### src/rtl/bit_pattern_scan_ctrl_pkg.sv
// Shared definitions for the bit pattern scan controller: FSM encoding,
// byte width and the default pattern length.
package bit_pattern_scan_ctrl_pkg;

    localparam int BYTE_W      = 8;
    localparam int PAT_MAX_DEF = 8;

    typedef enum logic [1:0] {
        ST_IDLE  = 2'd0,
        ST_LOAD  = 2'd1,
        ST_SHIFT = 2'd2,
        ST_DONE  = 2'd3
    } state_t;

endpackage

### src/rtl/bit_pattern_scan_ctrl_matcher.sv
// Serial pattern matcher: keeps a history of the most recent bits and a fill
// level, and flags a hit combinationally in the cycle a bit is presented.
module pattern_shift_matcher
    import bit_pattern_scan_ctrl_pkg::*;
#(
    parameter int PAT_MAX = PAT_MAX_DEF,
    parameter int LEN_W   = $clog2(PAT_MAX + 1)
) (
    input  logic               clk,
    input  logic               rstn,
    input  logic               din,
    input  logic               bit_vld,
    input  logic               clr,
    input  logic [LEN_W-1:0]   len,
    input  logic [PAT_MAX-1:0] pattern,
    input  logic               overlap,
    output logic               hit
);

    localparam logic [LEN_W:0] FILL_MAX = (LEN_W + 1)'(PAT_MAX);

    logic [PAT_MAX-1:0] hist;
    logic [PAT_MAX-1:0] hist_n;
    logic [PAT_MAX-1:0] mask;
    logic [LEN_W-1:0]   fill;
    logic [LEN_W:0]     fill_inc;
    logic [LEN_W:0]     fill_n;

    // fill is evaluated one bit wider so PAT_MAX+1 never wraps before the clamp
    always_comb begin
        hist_n   = {hist[PAT_MAX-2:0], din};
        fill_inc = {1'b0, fill} + 1'b1;
        fill_n   = (fill_inc > FILL_MAX) ? FILL_MAX : fill_inc;
        for (int i = 0; i < PAT_MAX; i++) begin
            mask[i] = (i < int'(len));
        end
        hit = bit_vld && (len != '0) && (fill_n >= {1'b0, len}) &&
              (((hist_n ^ pattern) & mask) == '0);
    end

    // Non-overlap mode restarts the fill so the next match needs len fresh bits
    always_ff @(posedge clk or negedge rstn) begin
        if (!rstn) begin
            hist <= '0;
            fill <= '0;
        end else if (clr) begin
            hist <= '0;
            fill <= '0;
        end else if (bit_vld) begin
            hist <= hist_n;
            fill <= (hit && !overlap) ? '0 : fill_n[LEN_W-1:0];
        end
    end

endmodule

### src/rtl/bit_pattern_scan_ctrl.sv
// Byte-stream scan controller: accepts bytes, serializes them MSB first into
// the pattern matcher, counts matches and ends the scan on target or abort.
module bit_pattern_scan_ctrl
    import bit_pattern_scan_ctrl_pkg::*;
#(
    parameter int  PAT_MAX = PAT_MAX_DEF,
    parameter int  CNT_W   = 8,
    parameter int  POS_W   = 16,
    localparam int LEN_W   = $clog2(PAT_MAX + 1)
) (
    input  logic               clk,
    input  logic               rstn,
    input  logic               start,
    input  logic               abort,
    input  logic [PAT_MAX-1:0] cfg_pattern,
    input  logic [LEN_W-1:0]   cfg_len,
    input  logic               cfg_overlap,
    input  logic [CNT_W-1:0]   cfg_target,
    input  logic [BYTE_W-1:0]  in_data,
    input  logic               in_valid,
    output logic               in_ready,
    output logic               match,
    output logic [CNT_W-1:0]   match_count,
    output logic [POS_W-1:0]   first_pos,
    output logic               first_vld,
    output logic               busy,
    output logic               done
);

    localparam int IDX_W = $clog2(BYTE_W);

    state_t             state;
    state_t             state_n;
    logic [PAT_MAX-1:0] pat_q;
    logic [LEN_W-1:0]   len_q;
    logic               ovl_q;
    logic [CNT_W-1:0]   tgt_q;
    logic [BYTE_W-1:0]  byte_q;
    logic [IDX_W-1:0]   bit_idx;
    logic [POS_W-1:0]   pos;
    logic               start_acc;
    logic               byte_acc;
    logic               feed;
    logic               hit;
    logic               tgt_hit;
    logic [CNT_W-1:0]   cnt_inc;

    function automatic logic [CNT_W-1:0] sat_inc(input logic [CNT_W-1:0] v);
        return (&v) ? v : v + 1'b1;
    endfunction

    function automatic logic [LEN_W-1:0] clamp_len(input logic [LEN_W-1:0] l);
        return (l > LEN_W'(PAT_MAX)) ? LEN_W'(PAT_MAX) : l;
    endfunction

    assign cnt_inc = sat_inc(match_count);
    assign tgt_hit = hit && (tgt_q != '0) && (cnt_inc == tgt_q);

    pattern_shift_matcher #(
        .PAT_MAX (PAT_MAX),
        .LEN_W   (LEN_W)
    ) u_matcher (
        .clk     (clk),
        .rstn    (rstn),
        .din     (byte_q[bit_idx]),
        .bit_vld (feed),
        .clr     (start_acc),
        .len     (len_q),
        .pattern (pat_q),
        .overlap (ovl_q),
        .hit     (hit)
    );

    always_ff @(posedge clk or negedge rstn) begin
        if (!rstn) begin
            state <= ST_IDLE;
        end else begin
            state <= state_n;
        end
    end

    // Abort wins over a same-cycle hit for the transition; the hit is still counted below
    always_comb begin
        state_n   = state;
        start_acc = 1'b0;
        byte_acc  = 1'b0;
        feed      = 1'b0;
        busy      = (state != ST_IDLE);
        in_ready  = (state == ST_LOAD);
        done      = (state == ST_DONE);
        case (state)
            ST_IDLE: begin
                if (start) begin
                    start_acc = 1'b1;
                    state_n   = ST_LOAD;
                end
            end
            ST_LOAD: begin
                if (abort) begin
                    state_n = ST_DONE;
                end else if (in_valid) begin
                    byte_acc = 1'b1;
                    state_n  = ST_SHIFT;
                end
            end
            ST_SHIFT: begin
                feed = 1'b1;
                if (abort || tgt_hit) begin
                    state_n = ST_DONE;
                end else if (bit_idx == '0) begin
                    state_n = ST_LOAD;
                end
            end
            ST_DONE: begin
                state_n = ST_IDLE;
            end
            default: begin
                state_n = ST_IDLE;
            end
        endcase
    end

    // Stage boundary: hit from the feed cycle becomes the registered match pulse
    always_ff @(posedge clk or negedge rstn) begin
        if (!rstn) begin
            pat_q       <= '0;
            len_q       <= '0;
            ovl_q       <= 1'b0;
            tgt_q       <= '0;
            byte_q      <= '0;
            bit_idx     <= '0;
            pos         <= '0;
            match       <= 1'b0;
            match_count <= '0;
            first_pos   <= '0;
            first_vld   <= 1'b0;
        end else begin
            match <= 1'b0;
            if (start_acc) begin
                pat_q       <= cfg_pattern;
                len_q       <= clamp_len(cfg_len);
                ovl_q       <= cfg_overlap;
                tgt_q       <= cfg_target;
                match_count <= '0;
                first_pos   <= '0;
                first_vld   <= 1'b0;
                pos         <= '0;
            end
            if (byte_acc) begin
                byte_q  <= in_data;
                bit_idx <= IDX_W'(BYTE_W - 1);
            end
            if (feed) begin
                pos     <= pos + 1'b1;
                bit_idx <= bit_idx - 1'b1;
                if (hit) begin
                    match       <= 1'b1;
                    match_count <= cnt_inc;
                    if (!first_vld) begin
                        first_pos <= pos;
                        first_vld <= 1'b1;
                    end
                end
            end
        end
    end

endmodule

### config.mk
export PLATFORM = sky130hd
export DESIGN_NAME = bit_pattern_scan_ctrl
export DESIGN_NICKNAME = d
export VERILOG_FILES = /design/src/rtl/bit_pattern_scan_ctrl_pkg.sv /design/src/rtl/bit_pattern_scan_ctrl_matcher.sv /design/src/rtl/bit_pattern_scan_ctrl.sv
export SDC_FILE = /design/constraint.sdc
export NUM_CORES = 1
export LEC_CHECK = 0
export CAP_MARGIN = 20
export CORE_MARGIN = 2
export CORE_UTILIZATION = 45
export DETAILED_ROUTE_END_ITERATION = 10
export DONT_BUFFER_PORTS = 1
export PLACE_DENSITY = 0.65
export SLEW_MARGIN = 25
export SYNTH_ARGS = -nofsm -noshare
export SYNTH_HDL_FRONTEND = slang
export SYNTH_SLANG_ARGS = --single-unit
### constraint.sdc
create_clock -name clk -period 2.9 [get_ports clk]
set_input_delay 0.58 -clock clk [delete_from_list [all_inputs] [get_ports clk]]
set_output_delay 0.58 -clock clk [all_outputs]
set_load 0.02 [all_outputs]
==> results.json, run 1 <==
{
  "status": "complete, no violations",
  "clock-sinks": 87,
  "path_clk_slew_ns": 0.09,
  "period_share_pct": 96.31,
  "worstSetupStartpoint": "u_matcher.fill[0]",
  "pwr-share-clk_pct": 21.0,
  "synth.avg_cell_area_um2": 9.416,
  "setup_viol": 0,
  "period_needed_ns": 2.793,
  "core_mm2": 0.009328,
  "r2r_cells": 10,
  "synth_enable_flop_cells": 0,
  "power_uw": 4245,
  "setup.worst_path.end": "first_pos[14]",
  "routabilityCongestion": 0.8418,
  "syn_inst": 464,
  "ys_seq_elements": 87,
  "ctsHtreeMaxLevel": 3,
  "wl_per_cell_um": 15.38,
  "drtIter0Drc": 157,
  "netSwitchingFraction_pct": 37.85,
  "antenna_found_initial": 0,
  "fin_nets": 512,
  "critPathRequiredTime_ns": 3.18,
  "yosys.area.top_type": "dfrtp_1",
  "max_freq_mhz": 358.0,
  "drc_errors": 0,
  "grt_pass1_vias": 3139,
  "start_util_pct": 46.84,
  "syn_to_final_growth_pct": 11.66,
  "routed_wl_um": 9277,
  "critical-path-max-stage-delay_ns": 0.45,
  "p_int_uw": 2638,
  "hp-class": "in2async",
  "maxCapViolations": 0,
  "synth_warnings": 0,
  "fp-row-count": 35,
  "clockRootBuffer": "clkbuf_8",
  "first_pass_iters": 4,
  "grt_overflow_total": 0,
  "cts_tree": "done",
  "ios": 63,
  "ant_nets": 0,
  "final_max_slew_viol_count": 0,
  "via_per_inst": 5.476,
  "combPwrFrac_pct": 35.1,
  "critical_path_buf_inv_count": 1,
  "dp_worst_setup_slack_ns": 0.004879,
  "die_area_mm2": 0.01051,
  "grt_use_total_pct": 18.35,
  "tightest_slew_ns": 0.5628,
  "vias": 3302,
  "arrival_ns": 3.07,
  "rrSetupSlack_ns": 0.11,
  "power_density_mw_per_mm2": 870.1,
  "die_w_um": 102.5,
  "stdcell_area_mm2": 0.004878,
  "synth_area_leaders": "dfrtp_1 50%, nand2_1 9.5%, mux2i_1 3.2%, o21ai_0 3.0%, o21ai_1 2.6%",
  "fp.dieH_um": 102.5,
  "leakage_uw": 0.002156,
  "slew_headroom_pct": 62.48,
  "async_reset_ff_share_pct": 100.0,
  "hpwl_um": 6128,
  "rsz0062_at_grt": "true",
  "port_buffers": 0,
  "drive_above_1_share_pct": 11.60,
  "synthDistinctLibCells": 50,
  "timing.rr.start": "u_matcher.fill[0]",
  "path_common_cell": "ha_4",
  "cp-end-kind": "register",
  "netlist_area_mm2": 0.004369,
  "rr_endpoint": "first_pos[14]",
  "fin_skew_ns": 0.01028,
  "netlist.area_leader.share_pct": 49.83,
  "p_seq_share_pct": 43.9,
  "hold_viol_final": 0,
  "finalWorstSetupSlack_ns": 0.1069,
  "clk_latency_ns": 0.36,
  "grt_pass1_wl_um": 15160,
  "synth-seq-area-share_pct": 49.83,
  "cp.depth": 10,
  "cp_cell_sequence": "ha_4 -> or3_1 -> and3_4 -> ha_4 -> o21ai_2 -> a222oi_1 -> nand4_4 -> nor2_8 -> buf_12 -> mux2i_1",
  "cp_top_family": "simple AND/OR/NAND/NOR gates",
  "critPathMaxFanout": 8,
  "antenna_cells": 0,
  "placedInstanceArea_mm2": 0.004493,
  "post-route-util_pct": 52.30,
  "syn_nets": 507,
  "grt_max_degree": 88,
  "synth_ff_type": "dfrtp_1",
  "fin_tns_setup_ns": 0,
  "numCtsBuffers": 9,
  "slowest_stage": "a222oi_1",
  "vdd_ir_drop_max_uv": 580.5,
  "cp-start-kind": "register",
  "p_sw_uw": 1607,
  "critical_path_class": "reg2reg",
  "ctsLongestPathBuffers": 2
}
cell type report:
type                       count  area (µm²)
fill                         862        4449
sequential                    87        2178
multi-input combinational    337        2083
timing repair buffer          15       170.2
tap                          129       161.4
clock buffer                  12       155.1
inverter                      19       76.32
clock inverter                 4       53.80
state kept, by name, indices dropped and copies added (netlist names), 2 cells and up:
register        cells
bit_idx             3
match_count         8
u_matcher.hist      7
u_matcher.fill      4
tgt_q               8
byte_q              8
len_q               4
first_pos          16
state               2
pat_q               8
pos                16
per-layer routing:
layer | global-route usage [%] | vias up | part of all wire [%]
li1 | - | 1620 | -
met4 | 4.923 | 0 | 0.91
met1 | 23.39 | 1603 | 44
met2 | 30.52 | 71 | 49
met5 | 0 | - | 0
met3 | 5.627 | 8 | 5.9
timing repair:
| action | CTS | global route |
|---|---|---|
| resized for setup | 1 | 16 |
| hold buffers | 1 | 0 |
| pin swaps | 2 | 6 |
| endpoints found under the hold margin | 87 | 0 |
| endpoints found under the setup margin | 1 | 30 |
| gates cloned | 0 | 1 |
| buffers inserted | 2 | 4 |
placed cells by master (no fill, tap or decap), drive strengths merged, types with 5 or more instances in the layout:
| master | netlist | routed |
|---|---|---|
| mux2 | 8 | 8 |
| ha | 9 | 9 |
| xor2 | 8 | 8 |
| buf | 3 | 14 |
| nand2 | 110 | 110 |
| xnor2 | 11 | 11 |
| a31oi | 5 | 5 |
| nor3 | 9 | 9 |
| nand3b | 11 | 11 |
| a21oi | 12 | 12 |
| nand3 | 19 | 19 |
| o21ai | 49 | 49 |
| o211ai | 5 | 5 |
| mux2i | 15 | 15 |
| dfrtp | 87 | 87 |
| inv | 19 | 18 |
| o31ai | 5 | 5 |
| and3 | 7 | 7 |
| clkbuf | 18 | 13 |
| nor2 | 14 | 14 |
| nand4 | 6 | 6 |
how the worst min path moves through the flow:
| stage | startpoint | to | slack [ns] |
|---|---|---|---|
| 3_5_place_dp | rstn | first_pos[11] | 0.29 |
| 2_1_floorplan | rstn | bit_idx[0] | 0.28 |
| 5_1_grt | rstn | first_pos[13] | 0.12 |
| 3_3_place_gp | rstn | first_pos[11] | 0.29 |
| 6_report | rstn | first_pos[13] | 0.09 |
| 4_1_cts | rstn | first_pos[9] | 0.14 |
cells by family (layout without fill, tap and decap cells):
family	count (synthesis)	after routing	share of synthesized area [%]
AO/OA/AOI/OAI	89	89	11.83
XOR/XNOR	19	19	3.809
multiplexers	25	25	6.815
buffers and inverters	40	50	3.694
adder cells (fa/ha/maj)	9	9	2.577
AND/OR/NAND/NOR	195	195	21.45
flip-flops	87	87	49.83
metrics by stage:
step / instances / hold WS, ns
6_report: 603 / 0.09305
5_1_grt: 603 / 0.1230
4_1_cts: 598 / 0.1361
3_5_place_dp: 579 / 0.2863
3_3_place_gp: 579 / 0.2864
2_1_floorplan: 464 / 0.2844
cells in the mapped netlist, types with 8 or more instances:
| cell type | number |
|---|---|
| nor2_1 | 13 |
| dfrtp_1 | 87 |
| nor3_1 | 9 |
| clkbuf_1 | 18 |
| mux2i_1 | 14 |
| nand2_1 | 110 |
| xor2_1 | 8 |
| ha_1 | 9 |
| nand3_1 | 19 |
| nand3b_1 | 11 |
| o21ai_1 | 23 |
| inv_1 | 17 |
| xnor2_1 | 11 |
| a21oi_1 | 12 |
| o21ai_0 | 26 |
power by group through the flow:
stage               clock (µW)  combinational, µW  sequential, µW
floorplan                    0               1120            1800
detailed placement           0               1360            1880
global route               968               1690            1920
finish                     892               1490            1860
global placement             0               1340            1860
CTS                        914               1410            1860
Power figures use the tool's default switching activity.
==> run 2, diff against run 1 <==
Settings changed: HOLD_SLACK_MARGIN from default to 0.12, PLACE_DENSITY 0.65 to 0.71, SETUP_SLACK_MARGIN from default to 0.3.
==> run 2 against run 1 <==
Non-clock buffer count stayed put. Power shrank 1.6%. Sequential share of layout area up 0.36 points. Global-route usage grew 0.16 points. Wire length decreased by 2.0%. Final area shrank 0.85%. Via count shrank 0.51%. Critical path depth unchanged. Die area stayed put. Combinational power barely moved. Cell count unchanged. Largest power group unchanged.
==> results.json, run 2 (synthesis gave the netlist of run 1 again) <==
{
  "fin_skew_ns": 0.01237,
  "antenna_found_initial": 0,
  "num-fill-cells": 856,
  "dp_cells": 578,
  "start_util_pct": 46.84,
  "die_w_um": 102.5,
  "grt_overflow_total": 0,
  "p_int_uw": 2583,
  "drc_errors": 0,
  "tightest_slew_ns": 0.7496,
  "fp.dieH_um": 102.5,
  "placedInstanceArea_mm2": 0.004488,
  "clockRootBuffer": "clkbuf_8",
  "critical-path-max-stage-delay_ns": 0.50,
  "period_share_pct": 94.18,
  "stdcell_area_mm2": 0.004837,
  "p_sw_uw": 1596,
  "grt_use_total_pct": 18.51,
  "top_regs": "first_pos x16, pos x16",
  "leakage_uw": 0.002135,
  "critPathRequiredTime_ns": 3.13,
  "critPathMaxFanout": 6,
  "fin_nets": 512,
  "period_needed_ns": 2.731,
  "clock-sinks": 87,
  "grt_pass1_wl_um": 15200,
  "status": "complete, no violations",
  "rsz0062_at_grt": "true",
  "clk_latency_ns": 0.36,
  "grt_max_degree": 88,
  "hpwl_um": 6352,
  "p_seq_share_pct": 44.5,
  "final_cells": 603,
  "fin_tns_setup_ns": 0,
  "syn_to_final_growth_pct": 10.71,
  "setup_viol": 0,
  "pwr-share-clk_pct": 20.2,
  "rr_endpoint": "match_count[3]",
  "drive_above_1_share_pct": 11.39,
  "rrSetupSlack_ns": 0.17,
  "final_cell_mix": "110 x nand2_1, 87 x dfrtp_1, 24 x o21ai_0",
  "ctsLongestPathBuffers": 2,
  "port_buffers": 0,
  "power_density_mw_per_mm2": 863.9,
  "wl_per_cell_um": 15.08,
  "cp_cell_sequence": "ha_2 -> or3_1 -> and3_4 -> ha_4 -> o21ai_2 -> a222oi_1 -> nand4_4 -> buf_6 -> o211ai_1 -> o31ai_1",
  "cp-end-kind": "register",
  "multiInputGateArea_mm2": 0.002073,
  "antenna_cells": 0,
  "timing.rr.start": "u_matcher.fill[1]",
  "via_per_inst": 5.448,
  "layout_commonest_cell": "nand2_1",
  "final_max_slew_viol_count": 0,
  "slowest_stage": "a222oi_1",
  "first_pass_iters": 5,
  "ctsHtreeMaxLevel": 3,
  "numCtsBuffers": 9,
  "path_clk_slew_ns": 0.09,
  "combPwrFrac_pct": 35.3,
  "die_area_mm2": 0.01051,
  "maxCapViolations": 0,
  "critical_path_class": "reg2reg",
  "ant_nets": 0,
  "arrival_ns": 2.96,
  "seq_area_mm2": 0.002177,
  "grt_pass1_vias": 3149,
  "hp-class": "in2async",
  "fp-row-count": 35,
  "core_mm2": 0.009328,
  "hold_viol_final": 0,
  "routabilityCongestion": 0.8850,
  "slew_headroom_pct": 50.03,
  "cts_tree": "done",
  "vias": 3285,
  "ios": 63,
  "routed_wl_um": 9091,
  "drtIter0Drc": 155,
  "vdd_ir_drop_max_uv": 531.6,
  "r2r_cells": 10,
  "max_freq_mhz": 366.1,
  "cp-start-kind": "register",
  "netSwitchingFraction_pct": 38.19
}
-- run 2: cell count changes in the layout (fill, tap and decap cells not counted), sizes merged --
cell / delta
clkbuf: -3
clkinvlp: +2
clkinv: -1
inv: +1
buf: +1
-- run 2: repair_timing --
| item | in CTS | in global routing |
|---|---|---|
| hold buffers | 1 | 0 |
| buffers inserted | 5 | 3 |
| gates resized for setup | 11 | 3 |
| endpoints found under the hold margin | 87 | 0 |
| pin swaps | 5 | 2 |
| endpoints found under the setup margin | 31 | 32 |
-- run 2: worst max path at each step --
stage,start,endpoint,slack (ns)
floorplan,u_matcher.fill[1],first_pos[13],0.27
global placement,u_matcher.fill[1],match_count[0],0.20
detailed placement,u_matcher.fill[1],first_pos[12],0.10
CTS,u_matcher.fill[1],first_pos[12],0.18
global route,u_matcher.fill[0],match_count[0],0.03
finish,u_matcher.fill[1],match_count[3],0.17
-- run 2: final cells by class --
type | count | share of cell area [%]
repair buffers | 15 | 3.156
clock buffers | 10 | 2.638
well taps | 129 | 3.337
clock inverters | 6 | 1.423
multi-input cells | 337 | 42.86
inverters | 19 | 1.578
flip-flops and latches | 87 | 45.01
-- run 2: power by group through the flow --
stage	Sequential, µW	Clock, µW	Combinational [µW]
3_3_place_gp	1870	0	1320
4_1_cts	1860	876	1480
3_5_place_dp	1880	0	1370
5_1_grt	1910	931	1670
6_report	1860	845	1480
2_1_floorplan	1800	0	1130
-- run 2: per-stage QoR --
step	power, µW	setup slack [ns]	utilization, %	hold slack [ns]
after floorplan	2924	0.2656	-	0.2844
after global placement	3182	0.2007	48.12	0.2862
after detailed placement	3256	0.1045	48.12	0.2864
after CTS	4221	0.1811	51.56	0.1229
after global routing	4517	0.02621	51.86	0.1258
final	4179	0.1689	51.86	0.1119
-- run 2: metal layers --
layer	vias to the layer above	wire, µm	part of all wire, %	global-route usage [%]
met2	89	4361	48	30.17
met4	0	85	0.93	5.744
met3	7	597	6.6	5.492
met1	1574	4046	45	23.92
li1	1615	-	-	-
met5	-	0	0	0
-- run 2: worst max-delay path, delay by kind of cell, from the launching register on --
family | cells | cell delay (ns)
AO/OA/AOI/OAI | 4 | 0.78
buffers and inverters | 1 | 0.22
flip-flops | 1 | 0.42
AND/OR/NAND/NOR | 3 | 0.72
adder cells (fa/ha/maj) | 2 | 0.47
